## src/rtl/conv_feeder_if.sv

```systemverilog
// Stream bundle between conv_feeder and its neighbours: weight/bias load,
// sample input, and the i/k/b operand streams plus frame flag toward the MAC.
interface conv_feeder_if #(
    parameter int unsigned W = 8
);
    logic         load_i;
    logic         w_TVALID;
    logic         w_TREADY;
    logic [W-1:0] w_TDATA;
    logic         s_TVALID;
    logic         s_TREADY;
    logic [W-1:0] s_TDATA;
    logic         i_TVALID;
    logic         i_TREADY;
    logic [W-1:0] i_TDATA;
    logic         k_TVALID;
    logic         k_TREADY;
    logic [W-1:0] k_TDATA;
    logic         b_TVALID;
    logic         b_TREADY;
    logic [W-1:0] b_TDATA;
    logic         new_o;

    // Feeder side
    modport master (
        input  load_i,
        input  w_TVALID, w_TDATA,
        output w_TREADY,
        input  s_TVALID, s_TDATA,
        output s_TREADY,
        output i_TVALID, i_TDATA,
        input  i_TREADY,
        output k_TVALID, k_TDATA,
        input  k_TREADY,
        output b_TVALID, b_TDATA,
        input  b_TREADY,
        output new_o
    );

    // Environment side (loader, sample source, MAC)
    modport slave (
        output load_i,
        output w_TVALID, w_TDATA,
        input  w_TREADY,
        output s_TVALID, s_TDATA,
        input  s_TREADY,
        input  i_TVALID, i_TDATA,
        output i_TREADY,
        input  k_TVALID, k_TDATA,
        output k_TREADY,
        input  b_TVALID, b_TDATA,
        output b_TREADY,
        input  new_o
    );
endinterface

```

## src/rtl/conv_feeder.sv

```systemverilog
// Operand feeder for the stream MAC: TAPS-deep sample window and loadable
// weights/bias, streamed as one framed burst of TAPS pairs plus a bias per sample.
module conv_feeder #(
    parameter int unsigned TAPS = 4,
    parameter int unsigned W    = 8
) (
    input  logic          clk,
    input  logic          reset,
    conv_feeder_if.master bus
);
    localparam int unsigned TW = (TAPS > 1) ? $clog2(TAPS) : 1;
    localparam int unsigned WW = $clog2(TAPS + 1);

    typedef logic [W-1:0] data_t;

    typedef enum logic [1:0] {
        S_LOAD,
        S_IDLE,
        S_EMIT,
        S_EMIT_BIAS
    } state_t;

    state_t        state_q;
    data_t         win_q [TAPS];
    data_t         wt_q  [TAPS];
    data_t         bias_q;
    logic [WW-1:0] widx_q;
    logic [TW-1:0] tap_q;
    logic          bias_done_q;

    logic pair_xfer;
    logic bias_xfer;
    logic last_tap;

    assign pair_xfer = (state_q == S_EMIT) & bus.i_TREADY & bus.k_TREADY;
    assign bias_xfer = (state_q == S_EMIT) & ~bias_done_q & bus.b_TREADY;
    assign last_tap  = (tap_q == TW'(TAPS - 1));

    // Outputs decoded from registered state; only s_TREADY sees load_i directly
    assign bus.w_TREADY = (state_q == S_LOAD);
    assign bus.s_TREADY = (state_q == S_IDLE) & ~bus.load_i;
    assign bus.i_TVALID = (state_q == S_EMIT);
    assign bus.k_TVALID = (state_q == S_EMIT);
    assign bus.b_TVALID = ((state_q == S_EMIT) & ~bias_done_q) | (state_q == S_EMIT_BIAS);
    assign bus.new_o    = (state_q == S_EMIT) | (state_q == S_EMIT_BIAS);
    assign bus.i_TDATA  = win_q[tap_q];
    assign bus.k_TDATA  = wt_q[tap_q];
    assign bus.b_TDATA  = bias_q;

    always_ff @(posedge clk) begin
        if (!reset) begin
            state_q     <= S_LOAD;
            for (int j = 0; j < int'(TAPS); j++) begin
                win_q[j] <= '0;
                wt_q[j]  <= '0;
            end
            bias_q      <= '0;
            widx_q      <= '0;
            tap_q       <= '0;
            bias_done_q <= 1'b0;
        end else begin
            unique case (state_q)
                S_LOAD: begin
                    if (bus.w_TVALID) begin
                        if (widx_q == WW'(TAPS)) begin
                            bias_q  <= bus.w_TDATA;
                            widx_q  <= '0;
                            state_q <= S_IDLE;
                        end else begin
                            wt_q[TW'(widx_q)] <= bus.w_TDATA;
                            widx_q            <= widx_q + WW'(1);
                        end
                    end
                end

                // Reload takes priority over a sample offered in the same cycle
                S_IDLE: begin
                    if (bus.load_i) begin
                        widx_q  <= '0;
                        state_q <= S_LOAD;
                    end else if (bus.s_TVALID) begin
                        win_q[0] <= bus.s_TDATA;
                        for (int j = 1; j < int'(TAPS); j++) begin
                            win_q[j] <= win_q[j-1];
                        end
                        tap_q       <= '0;
                        bias_done_q <= 1'b0;
                        state_q     <= S_EMIT;
                    end
                end

                S_EMIT: begin
                    if (bias_xfer) begin
                        bias_done_q <= 1'b1;
                    end
                    if (pair_xfer) begin
                        tap_q <= tap_q + TW'(1);
                        if (last_tap) begin
                            state_q <= (bias_done_q | bias_xfer) ? S_IDLE : S_EMIT_BIAS;
                        end
                    end
                end

                // All pairs sent; frame stays open until the bias goes out
                S_EMIT_BIAS: begin
                    if (bus.b_TREADY) begin
                        bias_done_q <= 1'b1;
                        state_q     <= S_IDLE;
                    end
                end

                default: state_q <= S_LOAD;
            endcase
        end
    end
endmodule

```

## src/flat_wrapper.sv

```systemverilog
// flat-port wrapper written by rule: the top's interface ports become plain ports
module conv_feeder_flat 
#(
    parameter int unsigned TAPS = 4,
    parameter int unsigned W    = 8
)
  (clk, reset, bus_load_i, bus_w_TVALID, bus_w_TDATA, bus_w_TREADY, bus_s_TVALID, bus_s_TDATA, bus_s_TREADY, bus_i_TVALID, bus_i_TDATA, bus_i_TREADY, bus_k_TVALID, bus_k_TDATA, bus_k_TREADY, bus_b_TVALID, bus_b_TDATA, bus_b_TREADY, bus_new_o);
  conv_feeder_if #(.W(W)) bus_i ();
  input  logic clk;
  input  logic reset;
  input wire logic [$bits(bus_i.load_i)-1:0] bus_load_i;
  input wire logic [$bits(bus_i.w_TVALID)-1:0] bus_w_TVALID;
  input wire logic [$bits(bus_i.w_TDATA)-1:0] bus_w_TDATA;
  output wire logic [$bits(bus_i.w_TREADY)-1:0] bus_w_TREADY;
  input wire logic [$bits(bus_i.s_TVALID)-1:0] bus_s_TVALID;
  input wire logic [$bits(bus_i.s_TDATA)-1:0] bus_s_TDATA;
  output wire logic [$bits(bus_i.s_TREADY)-1:0] bus_s_TREADY;
  output wire logic [$bits(bus_i.i_TVALID)-1:0] bus_i_TVALID;
  output wire logic [$bits(bus_i.i_TDATA)-1:0] bus_i_TDATA;
  input wire logic [$bits(bus_i.i_TREADY)-1:0] bus_i_TREADY;
  output wire logic [$bits(bus_i.k_TVALID)-1:0] bus_k_TVALID;
  output wire logic [$bits(bus_i.k_TDATA)-1:0] bus_k_TDATA;
  input wire logic [$bits(bus_i.k_TREADY)-1:0] bus_k_TREADY;
  output wire logic [$bits(bus_i.b_TVALID)-1:0] bus_b_TVALID;
  output wire logic [$bits(bus_i.b_TDATA)-1:0] bus_b_TDATA;
  input wire logic [$bits(bus_i.b_TREADY)-1:0] bus_b_TREADY;
  output wire logic [$bits(bus_i.new_o)-1:0] bus_new_o;
  assign bus_i.load_i = bus_load_i;
  assign bus_i.w_TVALID = bus_w_TVALID;
  assign bus_i.w_TDATA = bus_w_TDATA;
  assign bus_w_TREADY = bus_i.w_TREADY;
  assign bus_i.s_TVALID = bus_s_TVALID;
  assign bus_i.s_TDATA = bus_s_TDATA;
  assign bus_s_TREADY = bus_i.s_TREADY;
  assign bus_i_TVALID = bus_i.i_TVALID;
  assign bus_i_TDATA = bus_i.i_TDATA;
  assign bus_i.i_TREADY = bus_i_TREADY;
  assign bus_k_TVALID = bus_i.k_TVALID;
  assign bus_k_TDATA = bus_i.k_TDATA;
  assign bus_i.k_TREADY = bus_k_TREADY;
  assign bus_b_TVALID = bus_i.b_TVALID;
  assign bus_b_TDATA = bus_i.b_TDATA;
  assign bus_i.b_TREADY = bus_b_TREADY;
  assign bus_new_o = bus_i.new_o;
  conv_feeder #(.TAPS(TAPS), .W(W)) u_core (.clk(clk), .reset(reset), .bus(bus_i));
endmodule
```

## config.mk

```make
export PLATFORM = sky130hd
export DESIGN_NAME = conv_feeder_flat
export DESIGN_NICKNAME = d
export VERILOG_FILES = /design/src/rtl/conv_feeder_if.sv /design/src/rtl/conv_feeder.sv /design/src/flat_wrapper.sv
export SDC_FILE = /design/constraint.sdc
export NUM_CORES = 1
export LEC_CHECK = 0
export CAP_MARGIN = 20
export CORE_MARGIN = 3
export CORE_UTILIZATION = 45
export CTS_CLUSTER_DIAMETER = 120
export CTS_CLUSTER_SIZE = 14
export DETAILED_ROUTE_END_ITERATION = 6
export DONT_BUFFER_PORTS = 1
export GPL_TIMING_DRIVEN = 0
export PLACE_DENSITY_LB_ADDON = 0.2
export SYNTH_ARGS = -nofsm -noshare
export SYNTH_HDL_FRONTEND = slang
export SYNTH_SLANG_ARGS = --single-unit
```

## constraint.sdc

```tcl
create_clock -name clk -period 1.9 [get_ports clk]
set_input_delay 0.38 -clock clk [delete_from_list [all_inputs] [get_ports clk]]
set_output_delay 0.38 -clock clk [all_outputs]
set_load 0.005 [all_outputs]
```

# After elaboration in Yosys (flattened, before gate mapping)
# Memory sizes are Yosys's and may differ from the RTL's. A register that Yosys moved wholly into a read port is not among the register bits.
# Cells that the tools add are included.
# Widths: inputs -> output; s select.
classes:
  n_mul: 0
  bitwise: 14
  n_addsub: 2
  n_reduce_logical: 10
  n_shift: 0
  mux: 44
  eq_ne: 15
  div_mod_pow: 0
  magnitude_cmp: 0
op_table:
  columns: ["operator", "n"]
  rows:
  - ["$mux 8", 5]
  - ["$mux 2", 16]
  - ["$mux 1", 16]
  - ["$ne 2x2->1 const B", 5]
  - ["$mux 3", 3]
  - ["$ne 2x1->1 const B", 4]
  - ["$pmux 2 s4", 1]
  - ["$reduce_or 8->1", 1]
  - ["$or 1x1->1", 7]
  - ["$eq 2x2->1 const B", 3]
  - ["$pmux 3 s2", 1]
  - ["$reduce_and 3->1", 2]
  - ["$reduce_and 6->1", 1]
  - ["$and 1x1->1", 5]
  - ["$reduce_and 5->1", 1]
  - ["$pmux 2 s2", 1]
  - ["$reduce_and 4->1", 1]
  - ["$reduce_bool 2->1", 2]
  - ["$add 3x1->3 const B", 1]
  - ["$eq 3x3->1 const B", 1]
  - ["$ne 3x3->1 const B", 1]
  - ["$pmux 1 s3", 1]
  - ["$reduce_bool 3->1", 1]
  - ["$add 2x1->2 const B", 1]
  - ["3 further kinds", 4]
totals:
  reg_bits: 16
  mem_bits_ro: 0
  elab_cells: 92
  ram_bits: 64
  output_inout_bits: 30
  mem_count: 2
  inputBits: 24
  latch_bits: 0
mem_list:
  columns: ["name", "depth", "word_bits", "rd", "rd_clocked_by_memory_dff", "write_ports", "line", "source"]
  rows:
  - ["u_core.win_q", 4, 8, 4, 1, 4, "conv_feeder.sv:24", "data_t win_q [TAPS];"]
  - ["u_core.wt_q", 4, 8, 1, 1, 4, "conv_feeder.sv:25", "data_t wt_q [TAPS];"]

# Longest topological paths before layout
# Gate-level depths: netlist of run 1.
logic_depth:
  word_depth: 8
  ltp_mapped: 9
  mapped_depth_nobuf: 7

# Worst setup path before layout of run 1
# No wires, ideal clock.
synth_timing:
  path_type: "register to register"
  startpoint: "reg u_core.widx_q[0]"
  endpoint: "mem u_core.wt_q[3][0] (netlist name), enable pin"
  period_less_slack_ps: 2045
  path_slack_ps: -145
  path_stages_with_launch: 6
  setup_time_ps: 387
  n_path_buf: 0
  required_ps: 1513
  arrival_ps: 1659
  cell_sequence: "dfxtp_1 -> inv_1 -> ha_1 -> nand2_1 -> nand3_1 -> o31ai_1"
synth_rtl:
  columns: ["element", "line", "source"]
  rows:
  - ["start: declaration", "conv_feeder.sv:27", "logic [WW-1:0] widx_q;"]
  - ["start signal: assignment", "conv_feeder.sv:71", "widx_q <= widx_q + WW'(1);"]
  - ["end: declaration", "conv_feeder.sv:25", null]

==> out/metrics.cfg, run 1 <==
[routing]
post-route-drc-count = 0
num_vias = 2149
firstDrtPassIters = 4
detail-route-antenna-nets = 0
drt_iter0_drc = 116
drt-total-wl_mm = 7.23
vias_per_cell = 5.39
wl_per_cell_um = 18.1

[sta]
max_clock_freq_ghz = 0.544
min_period_ns = 1.84
finalMaxSlewViolations = 0
finClkSkew_ns = 0.00674
hold_viol = 0
fin_setup_tns_ns = 0
rsz0062_at_grt = false
max-slew-margin-rel_pct = 66.1
fin_crit_sh_pct = 96.7
setup_viol = 0
worstMarginPinSlew_ns = 0.507

[logic_synthesis]
synth_cell_types = 34
seq_area_frac_synth_pct = 61.4
yosys_register_bits = 82
synthCells = 274
synthFlopType = edfxtp_1
yosys-top-cells-count = and2_1, edfxtp_1, nand2_1
yosys.area.top_type_share_pct = 51.7
synth-async-reset-ratio_pct = 0
syn_avg_cell_area_um2 = 13.6
syn-num-nets = 307
ys_warn_count = 0
yosysMostFrequentCell = and2_1
syn-cell-area_mm2 = 0.00371
synth_edf_count = 64
synthTopCellsByArea = edfxtp_1, and2_1, dfxtp_1
yosys.area.top_type = edfxtp_1

[layout]
area_delta_synth_final_pct = 15.7
stdcell_area_mm2 = 0.00430
final_nets = 325
final_cell_count_no_fill = 399
drive_above_1_share_pct = 24.9
antennaDiodeCount = 0

[global_route]
grt_pass1_vias = 2229
grt_pass1_wl_mm = 11.8
antenna_found_initial = 0
grt_usage_pct = 16.1
grt_overflow_total = 0
grt_max_degree = 33

[worst_setup_path]
critical-path-slowest-cell = mux4_2
r2r_slack_ns = 0.12
cp_data_required_time_ns = 1.52
crit_fanout = 5
crit_arrival_ns = 1.46
slowest_delay_ns = 0.51
criticalPathCategory = flip-flop to output port
start_kind = flip-flop
path_cells = buf_6 > clkbuf_16 > mux4_2
end_kind = output port

[clock_network]
cts.sinks = 82
cts_root_buf = clkbuf_8
clock_latency_ns = 0.34
cts_buffer_depth = 2
cts_tree = yes
cts_max_level = 3
cts_hold_buffers = 0
cts_buffers = 9
clk_pin_slew_ns = 0.08

[power_and_ir_drop]
peakVddDrop_uv = 549
leakagePower_nw = 1.57
pwr_density_cell_mw_per_mm2 = 965

[die]
core-area_mm2 = 0.00789
row_count = 32
die_h_um = 96.9
initial_utilization_pct = 47.1
io_pins = 54
dieArea_mm2 = 0.00938
die_width_um = 96.9

[place]
gp_congestion = 0.757
placement.cell_area_mm2 = 0.00385
io_buffers = 0
dpl.hpwl_mm = 4.99
dpl.cell_count = 376

[outcome]
status = complete, no violations

[run]
drv_cap = 0

[worst_hold_path]
hold_class = input pin to flip-flop

-- where the power goes --
group	total (mW)	internal [mW]	switching (mW)
Clock	1.47	0.873	0.595
Sequential	2.14	2.08	0.0662
Combinational	0.535	0.227	0.308
-- per-layer routing --
metal / track usage [%] / share of wire, % / vias to the layer above
met5: 0 / 0 / -
met4: 4.54 / 0.90 / 0
met3: 4.40 / 5.5 / 6
met2: 24.5 / 48 / 47
met1: 22.7 / 46 / 1068
li1: - / - / 1028
-- flip-flops by register name, indices dropped and copies added, names as in the netlist, named ones only --
name / count
u_core.wt_q: 32
u_core.win_q: 32
u_core.bias_done_q: 1
u_core.widx_q: 3
u_core.bus.b_TDATA: 8
u_core.tap_q: 2
u_core.state_q: 2
-- through the flow --
| stage | util [%] | hold WS, ns | power [mW] | setup WS (ns) |
|---|---|---|---|---|
| 6_report | 54.5 | 0.168 | 4.15 | 0.0633 |
| 3_5_place_dp | 48.8 | 0.471 | 2.63 | -0.577 |
| 5_1_grt | 54.5 | 0.149 | 4.34 | 0.00933 |
| 2_1_floorplan | - | 0.453 | 2.51 | -0.00290 |
| 4_1_cts | 53.7 | 0.155 | 4.15 | 0.00646 |
| 3_3_place_gp | 48.8 | 0.470 | 2.61 | -0.512 |
-- what timing repair did --
item / CTS / global route
setup endpoints to repair: 107 / 96
pin swaps: 4 / 0
cloned: 0 / 1
gates resized for setup: 24 / 13
setup buffers: 5 / 2
-- layout by cell type, fill, tap and decap left out, types with 6 or more instances in the layout --
| cell type | instances |
|---|---|
| buf_4 | 10 |
| ha_1 | 6 |
| dfxtp_1 | 13 |
| nand2_1 | 22 |
| a21oi_1 | 13 |
| edfxtp_1 | 64 |
| clkbuf_8 | 9 |
| and2_1 | 65 |
| mux4_2 | 16 |
-- layout make-up --
cell class | count | area [um2]
fillers | 645 | 3590
flip-flops and latches | 82 | 2290
multi-input cells | 172 | 1420
clock buffers | 11 | 131
well taps | 102 | 128
clock inverters | 5 | 103
repair buffers | 8 | 103
plain buffers | 11 | 95.1
inverters | 8 | 30.0
-- kinds of logic after synthesis --
family                   after synthesis  share of synthesized area [%]
AO/OA/AOI/OAI                         22                           3.50
adder cells (fa/ha/maj)                9                           3.03
AND/OR/NAND/NOR                      121                           18.5
multiplexers                          20                           10.8
flip-flops                            82                           61.4
buffers and inverters                 20                           2.80
-- final timing paths --
check                               end  cells past startpoint                   from
setup / recovery         bus_i_TDATA[4]                      3              flip-flop
hold reg to reg   u_core.bus.b_TDATA[0]                      2  u_core.bus.b_TDATA[0]
hold / removal    u_core.bus.b_TDATA[6]                      2         bus_w_TDATA[6]
setup reg to reg      u_core.wt_q[0][6]                      7      u_core.state_q[0]
-- worst max-delay path: cells and delay by family, from the launching register on --
| family | cells | cell delay, ns |
|---|---|---|
| multiplexers | 1 | 0.51 |
| flip-flops | 1 | 0.33 |
| buffers and inverters | 2 | 0.28 |
Power figures use the tool's default switching activity.
==> inputs of run 2 (changes only) <==
--- a/config.mk
+++ b/config.mk
@@ -6,7 +6,6 @@
 export NUM_CORES = 1
 export LEC_CHECK = 0
 export CAP_MARGIN = 20
-export CORE_MARGIN = 3
 export CORE_UTILIZATION = 45
 export CTS_CLUSTER_DIAMETER = 120
 export CTS_CLUSTER_SIZE = 14
==> run 2 against run 1 <==
Maximum frequency down 0.60%. Final cell count up 0.75%. Global-route usage up 2.2 points. First-iteration DRC count down 4.3%. Cell area down 0.64%. Sequential cell count unchanged.
==> out/metrics.cfg, run 2 (synthesis results as in run 1) <==
[clock_network]
clk_pin_slew_ns = 0.08  ; about the same
cts.sinks = 82  ; unchanged
cts_tree = yes  ; unchanged
cts_max_level = 3  ; unchanged
cts_root_buf = clkbuf_8  ; unchanged
cts_buffers = 9  ; unchanged
cts_buffer_depth = 2  ; unchanged
clock_latency_ns = 0.35  ; was 0.34 ns

[place]
io_buffers = 0  ; unchanged
dpl.hpwl_mm = 4.75  ; was 4.99 mm
gp_congestion = 0.804  ; was 0.757

[die]
core-area_mm2 = 0.00785  ; was 0.00789 mm2
die_h_um = 92.9  ; was 96.9 um
die_width_um = 92.9  ; was 96.9 um
row_count = 32  ; unchanged
initial_utilization_pct = 47.3  ; was 47.1%
dieArea_mm2 = 0.00862  ; was 0.00938 mm2
io_pins = 54  ; unchanged

[global_route]
grt_usage_pct = 18.3  ; was 16.1%
grt_max_degree = 33  ; unchanged
grt_overflow_total = 0  ; unchanged
grt_pass1_wl_mm = 11.5  ; was 11.8 mm
grt_pass1_vias = 2244  ; was 2229
antenna_found_initial = 0  ; unchanged

[routing]
drt_iter0_drc = 111  ; was 116
vias_per_cell = 5.32  ; was 5.39
detail-route-antenna-nets = 0  ; unchanged
wl_per_cell_um = 17.8  ; was 18.1 um
firstDrtPassIters = 4  ; unchanged
drt-total-wl_mm = 7.15  ; was 7.23 mm
post-route-drc-count = 0  ; unchanged
num_vias = 2137  ; was 2149

[sta]
min_period_ns = 1.85  ; was 1.84 ns
max-slew-margin-rel_pct = 65.8  ; was 66.1%
fin_crit_sh_pct = 97.3  ; was 96.7%
finalMaxSlewViolations = 0  ; unchanged
rsz0062_at_grt = false  ; unchanged
setup_viol = 0  ; unchanged
hold_viol = 0  ; unchanged
max_clock_freq_ghz = 0.541  ; was 0.544 GHz
finClkSkew_ns = 0.00707  ; was 0.00674 ns
fin_setup_tns_ns = 0  ; unchanged
worstMarginPinSlew_ns = 0.511  ; was 0.507 ns

[worst_hold_path]
hold_class = input pin to flip-flop  ; unchanged

[worst_setup_path]
start_kind = flip-flop  ; unchanged
cp_data_required_time_ns = 1.52  ; about the same
crit_arrival_ns = 1.47  ; was 1.46 ns
cp_top_family = multiplexers  ; unchanged
slowest_delay_ns = 0.51  ; about the same
criticalPathCategory = flip-flop to output port  ; unchanged
crit_fanout = 5  ; unchanged
critical_path_buf_inv_count = 2  ; unchanged
critical-path-slowest-cell = mux4_2  ; unchanged
end_kind = output port  ; unchanged
path_cells = buf_6 > clkbuf_16 > mux4_2  ; unchanged

[outcome]
status = complete, no violations  ; unchanged

[layout]
antennaDiodeCount = 0  ; unchanged
layout_commonest_cell = and2_1  ; unchanged
utilization_pct = 54.4  ; was 54.5%
final_nets = 329  ; was 325
area_delta_synth_final_pct = 14.9  ; was 15.7%
drive_above_1_share_pct = 26.3  ; was 24.9%
final_cell_mix = and2_1, edfxtp_1, nand2_1, mux4_2, buf_4  ; was and2_1, edfxtp_1, nand2_1, mux4_2

[run]
drv_cap = 0  ; unchanged

[power_and_ir_drop]
peakVddDrop_uv = 419  ; was 549 uV
leakagePower_nw = 1.57  ; about the same
pwr_density_cell_mw_per_mm2 = 917  ; was 965 mW/mm2

-- run 2: cell types whose count changed in the layout (fill, tap and decap cells not counted), sizes merged --
cell	change
buf	+6
clkinvlp	+1
clkbuf	-3
clkinv	+1
bufinv	-2
-- run 2: where the power goes --
group          internal, mW  switching (mW)  total (mW)
registers              2.08          0.0668        2.14
clock network         0.598           0.620        1.22
logic                 0.237           0.313       0.550
-- run 2: cell type report --
type                       count  area [um2]
fill                         677        3580
clock inverter                 5        56.3
multi-input combinational    172        1410
clock buffer                  10         128
inverter                       8        30.0
buffer                        11        90.1
tap                          102         128
sequential                    82        2290
timing repair buffer          12         133
-- run 2: metal layers --
layer / GRT usage [%] / up-vias / wire length (um)
li1: - / 1028 / -
met1: 24.9 / 1040 / 3300
met2: 27.5 / 59 / 3320
met3: 5.09 / 10 / 415
met4: 7.69 / 0 / 119
met5: 0 / - / 0
-- run 2: path summary, 6_finish.rpt --
path | start | to | slack (ns) | cells after the start
min | bus_w_TDATA[2] | u_core.bus.b_TDATA[2] | 0.15 | 2
max reg2reg | u_core.state_q[0] | u_core.wt_q[2][6] | 0.11 | 7
max | flip-flop | bus_i_TDATA[6] | 0.05 | 3
min reg2reg | u_core.bus.b_TDATA[3] | u_core.bus.b_TDATA[3] | 0.48 | 2
-- run 2: repair_timing --
item,4_1_cts,5_1_grt
pin swaps,5,1
setup endpoints to repair,106,130
hold buffers,0,0
cloned,0,1
setup buffers,9,2
gates resized for setup,21,15
-- run 2: through the flow --
stage / worst slack (ns) / instances / hold slack, ns / cell area (um2) / power [mW]
after detailed placement: -0.542 / 376 / 0.471 / 3850 / 2.63
after global routing: 0.000118 / 402 / 0.144 / 4270 / 4.08
after global placement: -0.528 / 376 / 0.469 / 3850 / 2.61
after floorplan: -0.00290 / 274 / 0.453 / 3720 / 2.51
final: 0.0521 / 402 / 0.154 / 4270 / 3.91
after CTS: 0.00109 / 399 / 0.143 / 4210 / 3.90
